<file path="src/rtl/cu_pkg.sv">
// cu_pkg: shared types and constants for the control_unit sequencer.
//   state_e     - FSM state encoding (also exported on State_Out for debug)
//   opcode_e    - instruction opcode in IR[15:12]
//   ALU_*       - ALU function select codes driven on ALU_Sel
//   F_*         - instruction field slice positions
//   alu_sel_of  - opcode to ALU function select
package cu_pkg;

  typedef enum logic [3:0] {
    S_INIT   = 4'd0,
    S_FETCH  = 4'd1,
    S_LATCH  = 4'd2,
    S_DECODE = 4'd3,
    S_NOOP   = 4'd4,
    S_LOAD_A = 4'd5,
    S_LOAD_B = 4'd6,
    S_STORE  = 4'd7,
    S_ALU_EX = 4'd8,
    S_HALT   = 4'd9
  } state_e;

  typedef enum logic [3:0] {
    OP_NOOP  = 4'h0,
    OP_STORE = 4'h1,
    OP_LOAD  = 4'h2,
    OP_ADD   = 4'h3,
    OP_SUB   = 4'h4,
    OP_HALT  = 4'h5,
    OP_XOR   = 4'h6,
    OP_OR    = 4'h7,
    OP_AND   = 4'h8,
    OP_INC   = 4'h9,
    OP_MOV   = 4'hA,
    OP_RSV_B = 4'hB,
    OP_RSV_C = 4'hC,
    OP_RSV_D = 4'hD,
    OP_RSV_E = 4'hE,
    OP_RSV_F = 4'hF
  } opcode_e;

  localparam logic [2:0] ALU_ZERO = 3'd0;
  localparam logic [2:0] ALU_ADD  = 3'd1;
  localparam logic [2:0] ALU_SUB  = 3'd2;
  localparam logic [2:0] ALU_MOV  = 3'd3;
  localparam logic [2:0] ALU_XOR  = 3'd4;
  localparam logic [2:0] ALU_OR   = 3'd5;
  localparam logic [2:0] ALU_AND  = 3'd6;
  localparam logic [2:0] ALU_INC  = 3'd7;

  // Instruction field positions
  localparam int F_OP_HI    = 15;
  localparam int F_OP_LO    = 12;
  localparam int F_LDA_HI   = 11;  // LOAD data address
  localparam int F_LDA_LO   = 4;
  localparam int F_STA_HI   = 7;   // STORE data address
  localparam int F_STA_LO   = 0;
  localparam int F_RA_HI    = 11;
  localparam int F_RA_LO    = 8;
  localparam int F_RB_HI    = 7;
  localparam int F_RB_LO    = 4;
  localparam int F_RD_HI    = 3;
  localparam int F_RD_LO    = 0;

  function automatic logic [2:0] alu_sel_of(input opcode_e op);
    logic [2:0] sel;
    case (op)
      OP_ADD:  sel = ALU_ADD;
      OP_SUB:  sel = ALU_SUB;
      OP_XOR:  sel = ALU_XOR;
      OP_OR:   sel = ALU_OR;
      OP_AND:  sel = ALU_AND;
      OP_INC:  sel = ALU_INC;
      OP_MOV:  sel = ALU_MOV;
      default: sel = ALU_ZERO;
    endcase
    return sel;
  endfunction

endpackage

</file>
<file path="src/rtl/control_unit_if.sv">
// control_unit_if: instruction-ROM, data-memory, register-file and ALU
// control bundle between the sequencer and the datapath.
//   master - control_unit side: drives addresses/enables, receives IM_Data
//   slave  - datapath/memory side
interface control_unit_if #(
  parameter int PC_W = 7,
  parameter int DA_W = 8,
  parameter int RA_W = 4
);

  logic [15:0]     IM_Data;
  logic [PC_W-1:0] IM_Addr;
  logic [DA_W-1:0] D_Addr;
  logic            D_Wr;
  logic            RF_s;
  logic [RA_W-1:0] RF_W_Addr;
  logic            RF_W_En;
  logic [RA_W-1:0] RF_Ra_Addr;
  logic [RA_W-1:0] RF_Rb_Addr;
  logic [2:0]      ALU_Sel;

  modport master (
    input  IM_Data,
    output IM_Addr, D_Addr, D_Wr, RF_s, RF_W_Addr, RF_W_En,
           RF_Ra_Addr, RF_Rb_Addr, ALU_Sel
  );

  modport slave (
    output IM_Data,
    input  IM_Addr, D_Addr, D_Wr, RF_s, RF_W_Addr, RF_W_En,
           RF_Ra_Addr, RF_Rb_Addr, ALU_Sel
  );

endinterface

</file>
<file path="src/rtl/pc_ir_regs.sv">
// pc_ir_regs: program counter and instruction register.
//   Clk, ResetN - clock, synchronous active-low reset (PC=0, IR=0)
//   pc_clr      - clear PC (has priority over pc_inc)
//   pc_inc      - PC <= PC + 1, wrapping modulo 2^PC_W
//   ir_ld       - IR <= ir_d
//   pc, ir      - current register values
module pc_ir_regs #(
  parameter int PC_W = 7
) (
  input  logic            Clk,
  input  logic            ResetN,
  input  logic            pc_clr,
  input  logic            pc_inc,
  input  logic            ir_ld,
  input  logic [15:0]     ir_d,
  output logic [PC_W-1:0] pc,
  output logic [15:0]     ir
);

  always_ff @(posedge Clk) begin
    if (!ResetN) begin
      pc <= '0;
      ir <= '0;
    end else begin
      if (pc_clr) begin
        pc <= '0;
      end else if (pc_inc) begin
        pc <= pc + 1'b1;
      end
      if (ir_ld) begin
        ir <= ir_d;
      end
    end
  end

endmodule

</file>
<file path="src/rtl/control_unit.sv">
// control_unit: instruction sequencer for the 16-bit processor.
// Fetches from a synchronous instruction ROM, decodes IR[15:12] and drives
// the ALU select, register-file ports and data-memory controls as Moore
// outputs. A program ends with HALT; only reset leaves HALT.
//
// Ports:
//   Clk        - system clock, rising edge
//   ResetN     - synchronous active-low reset
//   bus        - control_unit_if.master (IM_Data in; IM_Addr, D_Addr, D_Wr,
//                RF_s, RF_W_Addr, RF_W_En, RF_Ra_Addr, RF_Rb_Addr, ALU_Sel out)
//   Halted     - high while in HALT
//   State_Out  - current state encoding (debug)
//   PC_Out     - PC (debug)
//   IR_Out     - IR (debug)
//   Illegal    - only with CU_ILLEGAL_TRAP_EN: sticky flag, set when an
//                opcode B-F traps to HALT
//
// Build option CU_ILLEGAL_TRAP_EN: opcodes B-F halt and set Illegal.
// Without it, B-F execute as NOOP.
//
// state    | meaning
// ---------+-----------------------------------------------
// INIT     | after reset; clears PC
// FETCH    | PC on IM_Addr, ROM read in flight
// LATCH    | IR <= IM_Data, PC <= PC + 1
// DECODE   | dispatch on opcode
// NOOP     | idle cycle for NOOP (and B-F without trap)
// LOAD_A   | D_Addr presented to data memory, RF_s = 1
// LOAD_B   | memory data written into Rd
// STORE    | D_Wr with Ra as data source
// ALU_EX   | ALU result written into Rd
// HALT     | frozen until reset
module control_unit
  import cu_pkg::*;
#(
  parameter int PC_W = 7,
  parameter int DA_W = 8,
  parameter int RA_W = 4
) (
  input  logic            Clk,
  input  logic            ResetN,
  control_unit_if.master  bus,
  output logic            Halted,
  output logic [3:0]      State_Out,
  output logic [PC_W-1:0] PC_Out,
  output logic [15:0]     IR_Out
`ifdef CU_ILLEGAL_TRAP_EN
  ,
  output logic            Illegal
`endif
);

  state_e          state;
  state_e          state_nxt;
  logic [PC_W-1:0] pc;
  logic [15:0]     ir;
  opcode_e         op;
  logic            pc_clr;
  logic            pc_inc;
  logic            ir_ld;

  logic [DA_W-1:0] d_addr_q;
  logic            d_wr_q;
  logic            rf_s_q;
  logic [RA_W-1:0] rf_w_addr_q;
  logic            rf_w_en_q;
  logic [RA_W-1:0] rf_ra_q;
  logic [RA_W-1:0] rf_rb_q;
  logic [2:0]      alu_sel_q;
  logic            halted_q;

  assign op     = opcode_e'(ir[F_OP_HI:F_OP_LO]);
  assign pc_clr = (state == S_INIT);
  assign pc_inc = (state == S_LATCH);
  assign ir_ld  = (state == S_LATCH);

  pc_ir_regs #(.PC_W(PC_W)) u_pc_ir (
    .Clk    (Clk),
    .ResetN (ResetN),
    .pc_clr (pc_clr),
    .pc_inc (pc_inc),
    .ir_ld  (ir_ld),
    .ir_d   (bus.IM_Data),
    .pc     (pc),
    .ir     (ir)
  );

  always_comb begin
    state_nxt = state;
    case (state)
      S_INIT:   state_nxt = S_FETCH;
      S_FETCH:  state_nxt = S_LATCH;
      S_LATCH:  state_nxt = S_DECODE;
      S_DECODE: begin
        case (op)
          OP_NOOP:  state_nxt = S_NOOP;
          OP_STORE: state_nxt = S_STORE;
          OP_LOAD:  state_nxt = S_LOAD_A;
          OP_HALT:  state_nxt = S_HALT;
          OP_ADD, OP_SUB, OP_XOR, OP_OR, OP_AND, OP_INC, OP_MOV:
                    state_nxt = S_ALU_EX;
`ifdef CU_ILLEGAL_TRAP_EN
          default:  state_nxt = S_HALT;
`else
          default:  state_nxt = S_NOOP;
`endif
        endcase
      end
      S_LOAD_A: state_nxt = S_LOAD_B;
      S_LOAD_B, S_STORE, S_ALU_EX, S_NOOP:
                state_nxt = S_FETCH;
      S_HALT:   state_nxt = S_HALT;
      default:  state_nxt = S_INIT;
    endcase
  end

  // Outputs are decoded from the next state so that they are registered
  // yet still line up with the state they belong to. IR is stable from
  // DECODE until the next LATCH, so reading it here is safe.
  always_ff @(posedge Clk) begin
    if (!ResetN) begin
      state       <= S_INIT;
      d_addr_q    <= '0;
      d_wr_q      <= 1'b0;
      rf_s_q      <= 1'b0;
      rf_w_addr_q <= '0;
      rf_w_en_q   <= 1'b0;
      rf_ra_q     <= '0;
      rf_rb_q     <= '0;
      alu_sel_q   <= ALU_ZERO;
      halted_q    <= 1'b0;
`ifdef CU_ILLEGAL_TRAP_EN
      Illegal     <= 1'b0;
`endif
    end else begin
      state       <= state_nxt;
      d_addr_q    <= '0;
      d_wr_q      <= 1'b0;
      rf_s_q      <= 1'b0;
      rf_w_addr_q <= '0;
      rf_w_en_q   <= 1'b0;
      rf_ra_q     <= '0;
      rf_rb_q     <= '0;
      alu_sel_q   <= ALU_ZERO;
      halted_q    <= 1'b0;
      case (state_nxt)
        S_LOAD_A: begin
          d_addr_q <= DA_W'(ir[F_LDA_HI:F_LDA_LO]);
          rf_s_q   <= 1'b1;
        end
        S_LOAD_B: begin
          d_addr_q    <= DA_W'(ir[F_LDA_HI:F_LDA_LO]);
          rf_s_q      <= 1'b1;
          rf_w_en_q   <= 1'b1;
          rf_w_addr_q <= RA_W'(ir[F_RD_HI:F_RD_LO]);
        end
        S_STORE: begin
          d_wr_q   <= 1'b1;
          d_addr_q <= DA_W'(ir[F_STA_HI:F_STA_LO]);
          rf_ra_q  <= RA_W'(ir[F_RA_HI:F_RA_LO]);
        end
        S_ALU_EX: begin
          rf_ra_q     <= RA_W'(ir[F_RA_HI:F_RA_LO]);
          rf_rb_q     <= RA_W'(ir[F_RB_HI:F_RB_LO]);
          alu_sel_q   <= alu_sel_of(op);
          rf_w_en_q   <= 1'b1;
          rf_w_addr_q <= RA_W'(ir[F_RD_HI:F_RD_LO]);
        end
        S_HALT: begin
          halted_q <= 1'b1;
        end
        default: ;
      endcase
`ifdef CU_ILLEGAL_TRAP_EN
      if (state == S_DECODE && op >= OP_RSV_B) begin
        Illegal <= 1'b1;
      end
`endif
    end
  end

  assign bus.IM_Addr    = pc;
  assign bus.D_Addr     = d_addr_q;
  assign bus.D_Wr       = d_wr_q;
  assign bus.RF_s       = rf_s_q;
  assign bus.RF_W_Addr  = rf_w_addr_q;
  assign bus.RF_W_En    = rf_w_en_q;
  assign bus.RF_Ra_Addr = rf_ra_q;
  assign bus.RF_Rb_Addr = rf_rb_q;
  assign bus.ALU_Sel    = alu_sel_q;

  assign Halted    = halted_q;
  assign State_Out = state;
  assign PC_Out    = pc;
  assign IR_Out    = ir;

endmodule

</file>
<file path="src/flat_wrapper.sv">
// flat-port wrapper written by rule: the top's interface ports become plain ports
module control_unit_flat import cu_pkg::*;
#(
  parameter int PC_W = 7,
  parameter int DA_W = 8,
  parameter int RA_W = 4
)
  (Clk, ResetN, Halted, State_Out, PC_Out, IR_Out, bus_IM_Data, bus_IM_Addr, bus_D_Addr, bus_D_Wr, bus_RF_s, bus_RF_W_Addr, bus_RF_W_En, bus_RF_Ra_Addr, bus_RF_Rb_Addr, bus_ALU_Sel);
  control_unit_if #(.PC_W(PC_W), .DA_W(DA_W), .RA_W(RA_W)) bus_i ();
  input  logic Clk;
  input  logic ResetN;
  output logic Halted;
  output logic [3:0] State_Out;
  output logic [PC_W-1:0] PC_Out;
  output logic [15:0] IR_Out;
  input wire logic [$bits(bus_i.IM_Data)-1:0] bus_IM_Data;
  output wire logic [$bits(bus_i.IM_Addr)-1:0] bus_IM_Addr;
  output wire logic [$bits(bus_i.D_Addr)-1:0] bus_D_Addr;
  output wire logic [$bits(bus_i.D_Wr)-1:0] bus_D_Wr;
  output wire logic [$bits(bus_i.RF_s)-1:0] bus_RF_s;
  output wire logic [$bits(bus_i.RF_W_Addr)-1:0] bus_RF_W_Addr;
  output wire logic [$bits(bus_i.RF_W_En)-1:0] bus_RF_W_En;
  output wire logic [$bits(bus_i.RF_Ra_Addr)-1:0] bus_RF_Ra_Addr;
  output wire logic [$bits(bus_i.RF_Rb_Addr)-1:0] bus_RF_Rb_Addr;
  output wire logic [$bits(bus_i.ALU_Sel)-1:0] bus_ALU_Sel;
  assign bus_i.IM_Data = bus_IM_Data;
  assign bus_IM_Addr = bus_i.IM_Addr;
  assign bus_D_Addr = bus_i.D_Addr;
  assign bus_D_Wr = bus_i.D_Wr;
  assign bus_RF_s = bus_i.RF_s;
  assign bus_RF_W_Addr = bus_i.RF_W_Addr;
  assign bus_RF_W_En = bus_i.RF_W_En;
  assign bus_RF_Ra_Addr = bus_i.RF_Ra_Addr;
  assign bus_RF_Rb_Addr = bus_i.RF_Rb_Addr;
  assign bus_ALU_Sel = bus_i.ALU_Sel;
  control_unit #(.PC_W(PC_W), .DA_W(DA_W), .RA_W(RA_W)) u_core (.Clk(Clk), .ResetN(ResetN), .bus(bus_i), .Halted(Halted), .State_Out(State_Out), .PC_Out(PC_Out), .IR_Out(IR_Out));
endmodule
</file>
<file path="config.mk">
export PLATFORM = sky130hd
export DESIGN_NAME = control_unit_flat
export DESIGN_NICKNAME = d
export VERILOG_FILES = /design/src/rtl/cu_pkg.sv /design/src/rtl/control_unit_if.sv /design/src/rtl/pc_ir_regs.sv /design/src/rtl/control_unit.sv /design/src/flat_wrapper.sv
export SDC_FILE = /design/constraint.sdc
export NUM_CORES = 1
export LEC_CHECK = 0
export BUFFER_PORTS_ARGS = -buffer_cell sky130_fd_sc_hd__clkbuf_2
export CORE_ASPECT_RATIO = 1.4
export CORE_MARGIN = 5
export CORE_UTILIZATION = 35
export CTS_CLUSTER_DIAMETER = 60
export DETAILED_ROUTE_END_ITERATION = 10
export GPL_ROUTABILITY_DRIVEN = 0
export PLACE_DENSITY_LB_ADDON = 0.08
export SLEW_MARGIN = 25
export SYNTH_ARGS = -nofsm -noshare
export SYNTH_HDL_FRONTEND = slang
export SYNTH_SLANG_ARGS = --single-unit
</file>
<file path="constraint.sdc">
create_clock -name Clk -period 1.9 [get_ports Clk]
set_clock_uncertainty 0.1 [all_clocks]
set_input_delay 0.38 -clock Clk [delete_from_list [all_inputs] [get_ports Clk]]
set_output_delay 0.38 -clock Clk [all_outputs]
set_load 0.02 [all_outputs]
</file>
Word level (Yosys, flattened, before mapping)
Memories as Yosys holds them, arrays and structs flattened. A register that Yosys moved wholly into a read port is not among the register bits.
Cells that the tools add are included.
{"block": "totals", "output_inout_bits": 61, "n_memories": 1, "input_bits": 18, "mem_bits_ro": 64, "elab_cells": 54, "reg_bits": 54}
{"name": "(name not given)", "depth": 16, "width": 4, "read_ports": 1, "rd_ports_with_merged_regs": 1, "wr": 0, "line": "control_unit.sv:95", "text": "case (op)"}
{"block": "classes", "n_addsub": 1, "mux": 9, "eq_ne": 21, "n_bitwise": 1, "reduce_logical": 9}
{"cell": "4-bit by 3-bit == test with 1-bit output, second input constant", "count": 10}
{"cell": "4-bit == test, second input constant", "count": 7}
{"cell": "4-bit one-hot mux with 6 select lines", "count": 1}
{"cell": "3-bit one-hot mux with 7 select lines", "count": 1}
{"cell": "8-bit one-hot mux with 2 select lines", "count": 1}
{"cell": "4-bit by 2-bit == test with 1-bit output, second input constant", "count": 3}
{"cell": "4-bit two-way mux", "count": 2}
{"cell": "2-bit OR reduction", "count": 4}
{"cell": "7-bit by 1-bit adder with 7-bit output, second input constant", "count": 1}
{"cell": "2-bit AND reduction", "count": 3}
{"cell": "5-bit OR reduction", "count": 1}
{"cell": "4-bit by 1-bit == test with 1-bit output, second input constant", "count": 1}
{"cell": "4-bit logical NOT", "count": 1}
{"cell": "1-bit two-way mux", "count": 4}
{"cell": "1-bit inverter", "count": 1}

Logic depth before layout (Yosys ltp)
Gate-level depths: netlist of the first run.
{"block": "logic_depth", "depth_word": 6, "depth_mapped": 9, "depth_no_buf": 7}

Modules after synthesis
Synthesis of the first run repeated with hierarchy kept, for this count alone.
{"block": "unflattened", "hier_cells": 224, "area_unflattened_um2": 2205.9}
{"mod": "control_unit", "area_per_inst_um2": 1310.0, "instances": 1, "cells_per_inst": 141, "seq_area_each_um2": 620.6}
{"mod": "pc_ir_regs", "area_per_inst_um2": 895.9, "instances": 1, "cells_per_inst": 83, "seq_area_each_um2": 460.4}

Worst setup path after synthesis of the first run
Ideal clock, no wire load.
{"block": "synth_timing", "kind": "register to register", "from": "register u_core.state[1], in the netlist u_core.State_Out[1]", "to": "register (tool-made name)", "setup_time_ps": 86, "arrival_time_ps": 1968, "required_ps": 1714, "stages_incl_launch_ff": 9, "path_slack_ps": -253, "synth_period_minus_slack_ps": 2153, "path_buffers": 2, "path_cell_list": "dfxtp_1 > buf_2 > nor4b_4 > buf_4 > nand2_1 > a21oi_1 > inv_1 > ha_1 > a211oi_1"}
{"item": "from (decl)", "line": "control_unit.sv:53", "text": "state_e state;"}
{"item": "from (signal assigned)", "line": "control_unit.sv:136", "text": "state <= state_nxt;"}

==> summary.md, run 1 <==
| Metric | Value |
|---|---|
| Status | finished, final reports clean |
| Fin crit share | around 95% |
| Mean post-synth cell area | roughly 9.4 um^2 |
| Max FO, Critical Path | 14 |
| Num CTS Buffers | 9 |
| Clock sinks | 58 |
| Hold Buf Count CTS | 0 |
| Int Pwr | around 0.0022 W |
| Via density | about 4.8 |
| Switching share of total power | between 20 and 25% |
| GRT Total Usage | 14.69% |
| R2R depth | 6 |
| Most Frequent Cell on Critical Path | o21ai_0 |
| Critical path depth | 6 |
| Min-delay src | bus_IM_Data[10] |
| Power share of the clock group | approximately 44% |
| Core ar. | between 6000 and 7000 um^2 |
| Count of TritonRoute iterations in the first routing pass | 4 |
| Port Buf Inserts | between 70 and 80 |
| Reg power frac | between 40% and 50% |
| Peak VDD IR | ~0.43 mV |
| CTS HTree Levels | 3 |
| Core Rows | 34 |
| Global route overflow | 0 |
| Ranking of synthesized cells by area | dfxtp_1, nand2_1, a21oi_1 |
| Crit-path max cell delay | about 0.5 ns |
| Post-Syn Instances | ~240 |
| CTS max path bufs | 2 |
| Die height | around 110 um |
| Worst reg-to-reg setup slack | approximately 0.086 ns |
| Clk root buf | clkbuf_8 |
| # diodes | 0 |
| CP required | about 2.0 ns |
| Highest Clock Rate | roughly 0.55 GHz |
| Synth warn | 0 |
| Combinational power share | 10.2% |
| Yosys top cell area share | roughly 50% |
| Area Growth Syn to Fin | 32.86% |
| FF-to-FF Start | u_core.State_Out[1] |
| CP Capture Type | flop |
| Post-synth EDFFs | 0 |
| Final setup violating endpoints | 0 |
| Vias | approximately 1.9k |
| Clock-pin slew of the registers on the worst-case setup and hold paths | approximately 0.070 ns |
| Post-synth top flop | dfxtp_1 |
| Leading area contributor after synthesis | dfxtp_1 |
| Final hold violations | 0 |
| Seq/Total Area, Yosys | ~51% |
| Max-cap violations | 0 |
| First DRT Iteration DRCs | 107 |
| Hold Path End | u_core.u_pc_ir.ir[10] |
| Power Density | 949.6 nW/um^2 |
| Final-stage net count | between 300 and 400 |
| HPWL Detailed | approximately 4300 um |
| CP bufs+invs | 0 |
| Sw power | just over 0.0007 W |
| Share of layout cells above drive strength 1 | roughly 39% |
| Initial core utilization | between 30% and 40% |
| First-pass GRT wire length | 9708 um |
| Die W | between 70 and 80 um |
| Die ar. | about 8000 um^2 |
| Minimum clock period | roughly 1.8 ns |
| Worst Hold Depth | 3 |
| Lkg Pwr | ~1.3 nW |
| CTS tree | yes |
| Rel. slew slack | around three fifths |
| Crit path max-delay family | simple AND/OR/NAND/NOR gates |
| Initial antenna violation count | 0 |
| Largest net degree at the start of global routing | 16 |
| # DRC | 0 |
| Ports | 79 |
| Slew @ Worst Pin | ~0.60 ns |
| Design area | ~3000 um^2 |
| Mapped Area | around 2300 um^2 |
| CP Cell Sequence | or4b_4 > nand2_1 > a21oi_4 > ha_1 > o21ai_0 > o21ai_0 |
| FF+latch count, synth | 58 |
| Post-synth net total | ~260 |
| Crit path max-delay cell type | or4b_4 |
| Min-delay worst type | primary input to flop |
| Crit Path Class | flop to flop |
| Netlist cell types | 42 |
| Tot Pwr | about 0.0029 W |
| PnR worst setup slack | ~0.086 ns |
| Post-layout util | about half |
| Dpl cell area | 2766 um^2 |
| WL/cell | about 14 um |
| Startpoint Class | flop |
| Latest clock arrival within the worst-skew pair | 0.33 ns |
| Dpl ws | approximately 0.059 ns |
| RSZ-0062 raised after global routing | yes |
| WL final | between 5000 and 6000 um |
| Placed Cells | 386 |
| Async S/R FF share, synth | 0% |
| Antenna Violating Nets Remaining | 0 |
| Fin cells | 403 |
| Final Max Tran Viols | 0 |
| Worst Path Arrival | approximately 1.9 ns |
| Vias in the first global route | 1994 |
-- stage by stage --
stage               TNS (ns)  hold slack [ns]
CTS                        0           0.1531
floorplan           -0.04611           0.4160
global route        -0.04382           0.1748
finish                     0           0.1698
global placement           0           0.3679
detailed placement         0           0.3687
-- flip-flops by register name, indices dropped and copies added, names as in the netlist, 3 cells and up, named ones only --
register / cells
u_core.State_Out: 4
u_core.bus.ALU_Sel: 3
u_core.bus.D_Addr: 8
u_core.bus.RF_Ra_Addr: 4
u_core.bus.RF_Rb_Addr: 4
u_core.bus.RF_W_Addr: 4
u_core.u_pc_ir.ir: 16
u_core.u_pc_ir.pc: 7
-- synth_stat cells, types with 2 or more instances --
cell type and number:
o21a_1 6, clkbuf_1 4, ha_1 4, nor2_1 17, and2_1 4, or3b_2 2
buf_2 3, nand2_1 43, xor2_1 4, and3_1 2, buf_4 10, xnor2_1 2
a21oi_1 25, nor2b_1 6, inv_1 6, a22o_1 8, nand4_1 4, o21ai_0 8
and3b_1 2, dfxtp_1 58, nand2b_1 2
-- worst max path at each step --
stage	start	end	slack [ns]
after detailed placement	u_core.State_Out[3]	flop	0.06
final	u_core.State_Out[1]	flop	0.09
after CTS	u_core.State_Out[3]	flop	0.04
after global placement	u_core.State_Out[2]	u_core.u_pc_ir.pc[6]	0.07
after global routing	u_core.State_Out[1]	flop	-0.02
after floorplan	u_core.State_Out[2]	flop	-0.05
-- power groups by stage --
stage | registers [W] | logic [W] | clock network (W)
after floorplan | 0.00135 | 0.000158 | 0
after global placement | 0.00133 | 0.000288 | 0
after detailed placement | 0.00133 | 0.000288 | 0
after CTS | 0.00130 | 0.000288 | 0.00132
after global routing | 0.00131 | 0.000323 | 0.00136
final | 0.00130 | 0.000291 | 0.00127
-- logic make-up (layout without fill, tap and decap cells) --
logic type,after synthesis,count (layout),share of synthesized area (%)
and+or+nand+nor,90,90,20.01
DFF,58,58,51.16
AOI/OAI and AO/OA,56,56,17.09
buffers and inverters,25,115,6.284
xor gates and xnor gates,6,6,2.315
adders and majority gates,4,4,2.205
muxes,2,2,0.9371
-- cells in the final DEF (no fill, tap or decap), types with 4 or more instances in the layout --
master / Yosys / final
clkbuf_2: 0 / 78
dfxtp_1: 58 / 54
nand2_1: 43 / 41
a21oi_1: 25 / 23
nor2_1: 17 / 17
buf_4: 10 / 12
clkbuf_8: 0 / 10
o21ai_0: 8 / 8
a22o_1: 8 / 8
o21a_1: 6 / 6
nor2b_1: 6 / 6
inv_1: 6 / 5
nand4_1: 4 / 4
and2_1: 4 / 4
xor2_1: 4 / 4
ha_1: 4 / 4
-- routing by layer --
layer | wire, um | part of all wire [%] | global-route usage [%]
met3 | 374 | 6.6 | 2.986
met2 | 2812 | 49 | 24.47
met1 | 2367 | 42 | 17.73
met5 | 0 | 0 | 0
met4 | 127 | 2.2 | 7.246
-- repair_timing --
item | 4_1_cts | 5_1_grt
setup endpoints to repair | 0 | 4
resized for setup | 0 | 4
setup buffers | 0 | 1
-- area by class of cell --
cell class	count	area, um^2
Clock buffer	10	137.6
Clock inverter	6	88.84
Fill cell	649	3238
Inverter	7	26.28
Multi-Input combinational cell	158	989.7
Sequential cell	58	1171
Tap cell	72	90.09
Timing Repair Buffer	92	511.7
-- tightest hold or removal path, delay by kind of cell --
family	cells	cell delay, ns
AO/OA/AOI/OAI	1	0.05
buffers and inverters	1	0.08
AND/OR/NAND/NOR	1	0.05
No activity file was read; power rests on OpenSTA's default activity.
==> run 2: changes to the inputs <==
--- a/config.mk
+++ b/config.mk
@@ -13,5 +13,5 @@
 export DETAILED_ROUTE_END_ITERATION = 10
 export GPL_ROUTABILITY_DRIVEN = 0
-export PLACE_DENSITY_LB_ADDON = 0.08
+export PLACE_DENSITY_LB_ADDON = 0.15
 export SLEW_MARGIN = 25
 export SYNTH_ARGS = -nofsm -noshare
==> constraint.sdc (replaced) <==
create_clock -name Clk -period 1.9 [get_ports Clk]
set_clock_uncertainty 0.1 [all_clocks]
set_input_delay 0.19 -clock Clk [delete_from_list [all_inputs] [get_ports Clk]]
set_output_delay 0.19 -clock Clk [all_outputs]
set_load 0.02 [all_outputs]
==> run 2 against run 1 <==
Net effect:
- sequential power about the same
- first-iteration DRC count decreased by 18%
- critical path depth unchanged
- clock power about the same
- global-route usage decreased by 0.81 points
- maximum frequency decreased by 1.7%
- total power increased by 0.64%
- design area increased by 4.9%
==> summary.md, run 2 (synthesized netlist as in run 1, its figures left out) <==
| Metric | Value |
|---|---|
| Status | finished, final reports clean (unchanged) |
| First DRT Iteration DRCs | 88 (was 107) |
| WL/cell | 13.53 um (was 14.10 um) |
| Port Buf Inserts | 78 (unchanged) |
| Dpl cell area | 2789 um^2 (was 2766 um^2) |
| WL final | 5656 um (was 5682 um) |
| Most common cell after layout, fill and taps aside | clkbuf_2 (unchanged) |
| Area Growth Syn to Fin | 39.31% (was 32.86%) |
| CP required | 2.07 ns (was 2.01 ns) |
| Initial antenna violation count | 0 (unchanged) |
| Startpoint Class | flop (unchanged) |
| Core Rows | 34 (unchanged) |
| Num CTS Buffers | 9 (unchanged) |
| Switching share of total power | 25.56% (was 24.84%) |
| Die W | 78.06 um (unchanged) |
| Sw power | 0.0007365 W (was 0.0007114 W) |
| Max-cap violations | 0 (unchanged) |
| Largest net degree at the start of global routing | 16 (unchanged) |
| Vias | 2001 (was 1940) |
| PnR worst setup slack | 0.05577 ns (was 0.08629 ns) |
| Core ar. | 6254 um^2 (unchanged) |
| Power Density | 911.5 nW/um^2 (was 949.6 nW/um^2) |
| Via density | 4.787 (was 4.814) |
| Combinational power share | 11.2% (was 10.2%) |
| CTS max path bufs | 2 (unchanged) |
| Initial core utilization | 36.29% (unchanged) |
| Ports | 79 (unchanged) |
| # DRC | 0 (unchanged) |
| Crit Path Class | flop to flop (unchanged) |
| Dpl ws | 0.05688 ns (was 0.05856 ns) |
| Final setup TNS | 0 ns (unchanged) |
| Reg power frac | 45.0% (was 45.4%) |
| Antenna Violating Nets Remaining | 0 (unchanged) |
| Clk root buf | clkbuf_8 (unchanged) |
| Vias in the first global route | 1976 (was 1994) |
| Minimum clock period | 1.844 ns (was 1.814 ns) |
| Worst Path Arrival | 2.01 ns (was 1.93 ns) |
| GRT Total Usage | 13.88% (was 14.69%) |
| Latest clock arrival within the worst-skew pair | 0.33 ns (about the same) |
| Lkg Pwr | 1.408 nW (was 1.343 nW) |
| Final hold violations | 0 (unchanged) |
| Peak VDD IR | 0.4435 mV (was 0.4274 mV) |
| Min-delay worst type | primary input to flop (unchanged) |
| CTS tree | yes (unchanged) |
| Fin crit share | 97.06% (was 95.46%) |
| Die ar. | 8218 um^2 (unchanged) |
| Crit-path max cell delay | 0.56 ns (was 0.50 ns) |
| Max FO, Critical Path | 7 (was 14) |
| Most frequent cells in the layout | clkbuf_2, dfxtp_1, nand2_1 (unchanged) |
| Highest Clock Rate | 0.5422 GHz (was 0.5514 GHz) |
| First-pass GRT wire length | 9308 um (was 9708 um) |
| Count of TritonRoute iterations in the first routing pass | 4 (unchanged) |
| Die height | 105.3 um (unchanged) |
| Max reg flops | 16 (unchanged) |
| Clock sinks | 58 (unchanged) |
| Int Pwr | 0.002145 W (was 0.002152 W) |
| Global route overflow | 0 (unchanged) |
| Tot Pwr | 0.002882 W (was 0.002863 W) |
| Slew @ Worst Pin | 0.3603 ns (was 0.5975 ns) |
| HPWL Detailed | 4284 um (was 4317 um) |
| Crit path max-delay cell type | or4b_4 (unchanged) |
| Power share of the clock group | 43.8% (was 44.4%) |
| Clock-pin slew of the registers on the worst-case setup and hold paths | 0.07 ns (about the same) |
| # diodes | 0 (unchanged) |
| Final setup violating endpoints | 0 (unchanged) |
| Share of layout cells above drive strength 1 | 38.15% (was 38.67%) |
| Rel. slew slack | 75.98% (was 59.95%) |
| Final Max Tran Viols | 0 (unchanged) |
| CP Capture Type | flop (unchanged) |
| Final-stage net count | 363 (was 348) |
| CTS HTree Levels | 3 (unchanged) |
| Most flops, register | u_core.u_pc_ir.ir (unchanged) |
| RSZ-0062 raised after global routing | yes (unchanged) |
| CP Cell Sequence | or4b_4 > nand2_1 > a21oi_2 > ha_1 > o21ai_0 > o21a_1 (was or4b_4 > nand2_1 > a21oi_4 > ha_1 > o21ai_0 > o21ai_0) |
| Design area | 3162 um^2 (was 3015 um^2) |
[run 2: worst paths after layout]
kind | slack (ns) | end | start | cells after the start
worst max-delay path | 0.06 | flop | u_core.State_Out[0] | 6
worst min-delay path | 0.04 | u_core.u_pc_ir.ir[13] | bus_IM_Data[13] | 3
worst max register to register | 0.06 | flop | u_core.State_Out[0] | 6
worst min register to register | 0.39 | u_core.bus.RF_Ra_Addr[2] | u_core.u_pc_ir.ir[10] | 1
[run 2: metrics by stage]
stage	util, %	hold slack, ns	instances
detailed placement	44.60	0.3245	389
global route	50.56	0.05455	418
CTS	50.12	0.02908	417
finish	50.56	0.04088	418
global placement	44.60	0.3184	389
floorplan	-	0.2260	241
[run 2: area by class of cell]
type | count | area, um^2
clock buffer | 9 | 123.9
clock inverter | 7 | 101.3
fill | 606 | 3092
inverter | 7 | 26.28
multi-input combinational | 158 | 985.9
sequential | 58 | 1171
tap | 72 | 90.09
timing repair buffer | 107 | 663.1
[run 2: critical path: cells and delay by family (launching register included)]
| kind | cells | cell delay, ns |
|---|---|---|
| flops | 1 | 0.36 |
| simple gates | 2 | 0.69 |
| fa+ha+maj | 1 | 0.20 |
| compound gates | 3 | 0.46 |
[run 2: per-layer routing]
layer | routed length [um] | global-route usage [%] | vias to the layer above
met5 | 0 | 0 | -
met3 | 351 | 3.242 | 6
met4 | 64 | 6.159 | 0
li1 | - | - | 1016
met1 | 2341 | 16.12 | 925
met2 | 2898 | 23.87 | 54
[run 2: power groups by stage]
stage / sequential [W] / combinational [W] / clock [W]
floorplan: 0.00135 / 0.000158 / 0
global placement: 0.00133 / 0.000291 / 0
detailed placement: 0.00133 / 0.000293 / 0
CTS: 0.00130 / 0.000314 / 0.00129
global route: 0.00130 / 0.000353 / 0.00135
finish: 0.00130 / 0.000322 / 0.00126
[run 2: repair_timing]
item                       4_1_cts  5_1_grt
hold buffers                    12        0
setup endpoints to repair        0        4
buffers inserted                 0        1
resized for setup                0        4
hold endpoints to repair        12        0
